`config.mk`:
```
export PLATFORM = sky130hd
export DESIGN_NAME = bit_stream_packer
export DESIGN_NICKNAME = d
export VERILOG_FILES = /design/src/rtl/bit_stream_packer.sv
export SDC_FILE = /design/constraint.sdc
export NUM_CORES = 1
export LEC_CHECK = 0
export CAP_MARGIN = 10
export CORE_MARGIN = 5
export CORE_UTILIZATION = 55
export CTS_CLUSTER_SIZE = 16
export DETAILED_ROUTE_END_ITERATION = 10
export PLACE_DENSITY = 0.76
export SLEW_MARGIN = 20
export SYNTH_ARGS = -nofsm -noshare
export SYNTH_HDL_FRONTEND = slang
export SYNTH_SLANG_ARGS = --single-unit
```
`constraint.sdc`:
```
create_clock -name clk -period 5.2 [get_ports clk]
set_clock_uncertainty 0.2 [all_clocks]
set_input_delay 1.3 -clock clk [delete_from_list [all_inputs] [get_ports clk]]
set_output_delay 1.3 -clock clk [all_outputs]
set_load 0.01 [all_outputs]
```
`src/rtl/bit_stream_packer.sv`:
```
// Packs a 1-bit-per-cycle serial stream LSB-first into WIDTH-bit words and
// buffers completed words in a small FIFO behind a valid/ready interface.
module bit_stream_packer #(
    parameter int WIDTH = 8,
    parameter int DEPTH = 4
) (
    input  logic                         clk,
    input  logic                         rst,
    input  logic                         bit_in,
    input  logic                         bit_valid,
    input  logic                         flush,
    output logic [WIDTH-1:0]             out_data,
    output logic                         out_valid,
    input  logic                         out_ready,
    output logic [$clog2(DEPTH+1)-1:0]   fill_level,
    output logic [$clog2(WIDTH)-1:0]     partial_count,
    output logic                         overflow,
    output logic [7:0]                   drop_count,
    input  logic                         clear_ovf
);

    localparam int PC_W   = $clog2(WIDTH);
    localparam int FILL_W = $clog2(DEPTH + 1);
    localparam int PTR_W  = $clog2(DEPTH);

    logic [WIDTH-1:0] shift_reg;
    logic [WIDTH-1:0] next_word;
    logic [WIDTH-1:0] mem [DEPTH];
    logic [PTR_W-1:0] wr_ptr;
    logic [PTR_W-1:0] rd_ptr;

    logic accept;
    logic word_done;
    logic full;
    logic pop;
    logic push;
    logic drop;

    always_comb begin
        accept    = bit_valid & ~flush;
        word_done = accept && (partial_count == PC_W'(WIDTH - 1));
        next_word = {bit_in, shift_reg[WIDTH-1:1]};
        full      = (fill_level == FILL_W'(DEPTH));
        out_valid = (fill_level != '0);
        pop       = out_valid & out_ready;
        push      = word_done & (~full | pop);
        drop      = word_done & full & ~pop;
        // Gate stale storage so an empty FIFO always presents zero.
        out_data  = out_valid ? mem[rd_ptr] : '0;
    end

    // Shifting right means the first accepted bit ends up in bit 0.
    always_ff @(posedge clk) begin
        if (rst) begin
            shift_reg     <= '0;
            partial_count <= '0;
        end else if (flush) begin
            shift_reg     <= '0;
            partial_count <= '0;
        end else if (accept) begin
            if (word_done) begin
                shift_reg     <= '0;
                partial_count <= '0;
            end else begin
                shift_reg     <= next_word;
                partial_count <= partial_count + PC_W'(1);
            end
        end
    end

    always_ff @(posedge clk) begin
        if (push) begin
            mem[wr_ptr] <= next_word;
        end
    end

    always_ff @(posedge clk) begin
        if (rst) begin
            wr_ptr     <= '0;
            rd_ptr     <= '0;
            fill_level <= '0;
        end else begin
            if (push) begin
                wr_ptr <= wr_ptr + PTR_W'(1);
            end
            if (pop) begin
                rd_ptr <= rd_ptr + PTR_W'(1);
            end
            case ({push, pop})
                2'b10:   fill_level <= fill_level + FILL_W'(1);
                2'b01:   fill_level <= fill_level - FILL_W'(1);
                default: fill_level <= fill_level;
            endcase
        end
    end

    // A drop in the same cycle as a clear wins, so the new event is never lost.
    always_ff @(posedge clk) begin
        if (rst) begin
            overflow   <= 1'b0;
            drop_count <= '0;
        end else if (clear_ovf) begin
            overflow   <= drop;
            drop_count <= drop ? 8'd1 : 8'd0;
        end else if (drop) begin
            overflow <= 1'b1;
            if (drop_count != 8'd255) begin
                drop_count <= drop_count + 8'd1;
            end
        end
    end

endmodule

```
==> results.py <==
metrics = {
    "sta": {
        "worstMarginPinSlew_ns": 0.5465,
        "final-hold-violation-count": 0,
        "slew_violations": 0,
        "fmax_ghz": 0.2686,
        "final.setup.tns_ns": 0,
        "setup-violations-final": 0,
        "slew_headroom": 0.6351,
        "rsz0062_at_grt": "false",
        "min_period_over_period": 0.7159,
        "period_needed_ns": 3.723,
    },
    "global_route": {
        "grt_pass1_wl_mm": 7.251,
        "grt_max_degree": 13,
        "grtUsageTotal": 0.1568,
        "grt_overflow": 0,
        "antenna_found_initial": 0,
        "first_global_vias": 1496,
    },
    "cells_and_area": {
        "seq_area_mm2": 0.001521,
        "areaGrowthSynthToFinish_pct": 20.59,
        "stdcell_count": 292,
        "largest_register_ffs": 32,
        "multi_input_area_um2": 918.4,
        "drive_gt1_frac": 0.1208,
        "antenna_cells": 0,
        "fin_nets": 251,
        "fillers": 327,
    },
    "floorplan": {
        "die_y_um": 77.64,
        "start_util": 0.5739,
        "io_pins": 31,
        "dieArea_mm2": 0.006027,
        "fp-row-count": 24,
        "die_w_um": 77.64,
        "coreArea_mm2": 0.004384,
    },
    "detailed_routing": {
        "via_per_inst": 5.332,
        "drtIter0Drc": 85,
        "ant_nets": 0,
        "drt_drc_violations_left": 0,
        "wirelength_mm": 4.231,
        "wl_per_cell_um": 14.49,
        "firstDrtPassIters": 4,
        "vias": 1557,
    },
    "power_and_ir_drop": {
        "p_leak_uw": 0.001058,
        "peakVddDrop_v": 0.0001666,
        "p_per_area_mw_per_mm2": 302.6,
    },
    "cts": {
        "cts_buffer_depth": 2,
        "cts_tree": "yes",
        "postCtsSetupBuffers": 0,
        "path_clk_slew_ns": 0.07,
        "cts_buffers": 9,
        "cts-resized-gates": 0,
        "cts_htree_levels": 3,
        "clock_latency_ns": 0.33,
        "cts_sinks": 60,
        "postCtsHoldBufs": 0,
        "clockRootBuffer": "clkbuf_8",
    },
    "flow_run": {
        "maxCapViolCount": 0,
    },
    "setup_path": {
        "worstPathArrival_ns": 2.22,
        "reg2reg_depth": 11,
        "required_ns": 3.70,
        "cp_max_fo": 8,
        "end_kind": "output pin",
        "startpoint_type": "register",
        "path_class": "register to output pin",
    },
    "logic_synthesis": {
        "netlist_top_cells_area": "edfxtp_1, dfxtp_1, mux4_2",
        "synth_cell_types": 34,
        "seq_area_frac_synth": 0.6047,
        "synth_top_area_share": 0.3819,
        "syn-instance-count": 205,
        "ys.warnings.count": 0,
        "ys_seq_elements": 60,
        "synth_area_mm2": 0.002516,
        "yosysTopAreaCell": "edfxtp_1",
        "syn_avg_cell_area_um2": 12.27,
        "synth_fp_nets": 221,
    },
    "hold_path": {
        "min_path_cells": 2,
        "min_path_type": "register to register",
    },
    "run_status": {
        "outcome": "completed",
    },
    "place": {
        "dp_cells": 276,
        "hpwl_mm": 2.878,
        "finalWeightedCongestion": 0.7301,
        "io_buffer_count": 30,
    },
}
## cell type report
| class | instances | share of cell area |
|---|---|---|
| flip-flops and latches | 60 | 0.5014 |
| multi-input cells | 126 | 0.3027 |
| repair buffers | 30 | 0.09897 |
| clock buffers | 9 | 0.04082 |
| clock inverters | 7 | 0.02474 |
| well taps | 52 | 0.02144 |
| inverters | 8 | 0.009897 |
## power by group
| part | internal (uW) | switching [uW] | leakage [uW] |
|---|---|---|---|
| clock network | 223 | 183 | 0.000104 |
| logic | 6.82 | 8.63 | 0.000416 |
| registers | 495 | 0.967 | 0.000538 |
| total | 725 | 193 | 0.00106 |
## cells by family (layout without fill, tap and decap cells)
family | count (synthesis) | in the layout | synth area share
and+or+nand+nor | 72 | 72 | 0.1462
buffers and inverters | 19 | 54 | 0.03034
muxes | 11 | 11 | 0.08354
AOI/OAI and AO/OA | 27 | 27 | 0.06316
adders and majority gates | 9 | 9 | 0.04774
xor gates and xnor gates | 7 | 7 | 0.02437
DFF | 60 | 60 | 0.6047
## path summary, 6_finish.rpt
path	from	endpoint	slack, ns
setup / recovery	register	out_data[3]	1.48
hold / removal	overflow	overflow	0.28
setup reg to reg	partial_count[0]	fill_level[2]	2.27
hold reg to reg	overflow	overflow	0.28
## synth_stat cells
master	count
dfxtp_1	28
nor2_1	30
and3_1	1
or3_2	1
nand3_1	5
nor4_1	1
a31oi_1	1
nor4b_4	1
mux4_2	8
xor2_1	5
inv_1	8
a21o_1	1
mux2i_1	3
and2b_2	1
a211oi_1	1
o2111ai_1	2
edfxtp_1	32
nand4_1	1
clkbuf_1	7
or2_2	2
a21oi_1	14
or3_1	4
xnor2_1	2
o211ai_1	1
a22oi_1	2
buf_2	4
nand2_1	10
o21bai_1	1
nand2b_1	1
o21ai_0	4
fa_1	1
and3b_1	1
and2_1	13
ha_1	8
## stage by stage
step           worst slack [ns]    util  area [um^2]  power [uW]  hold WS, ns
2_1_floorplan             1.648       -         2516       514.5       0.2604
3_3_place_gp              1.253  0.6467         2835       522.2       0.2674
3_5_place_dp              1.191  0.6467         2835       522.4       0.2635
4_1_cts                   1.416  0.6921         3034       926.3       0.2820
5_1_grt                   1.319  0.6921         3034       958.5       0.3157
6_report                  1.477  0.6921         3034       918.2       0.2782
## layer usage
metal  vias up  GRT usage  share of wire
met5         -          0              0
li1        788          -              -
met3         5    0.05440          0.039
met4         0    0.07388          0.016
met2        27     0.2245           0.45
met1       737     0.2136           0.49
## layout by cell type, fill, tap and decap left out, types with 2 or more instances in the layout
master and instances:
a21oi_1 14, a22oi_1 2, and2_1 13, clkbuf_8 9
clkdlybuf4s50_1 30, clkinv_2 2, clkinv_4 3, dfxtp_1 28
edfxtp_1 32, ha_1 8, inv_1 8, mux2i_1 3
mux4_2 8, nand2_1 10, nand3_1 5, nor2_1 30
o2111ai_1 2, o21ai_0 4, or2_2 2, or3_1 4
xnor2_1 2, xor2_1 5
## critical path: stages (launching register included)
cell and delay, ns:
dfxtp_1 0.67, mux4_2 0.56, and2_1 0.17, clkdlybuf4s50_1 0.49
No activity file was read; power rests on OpenSTA's default activity.
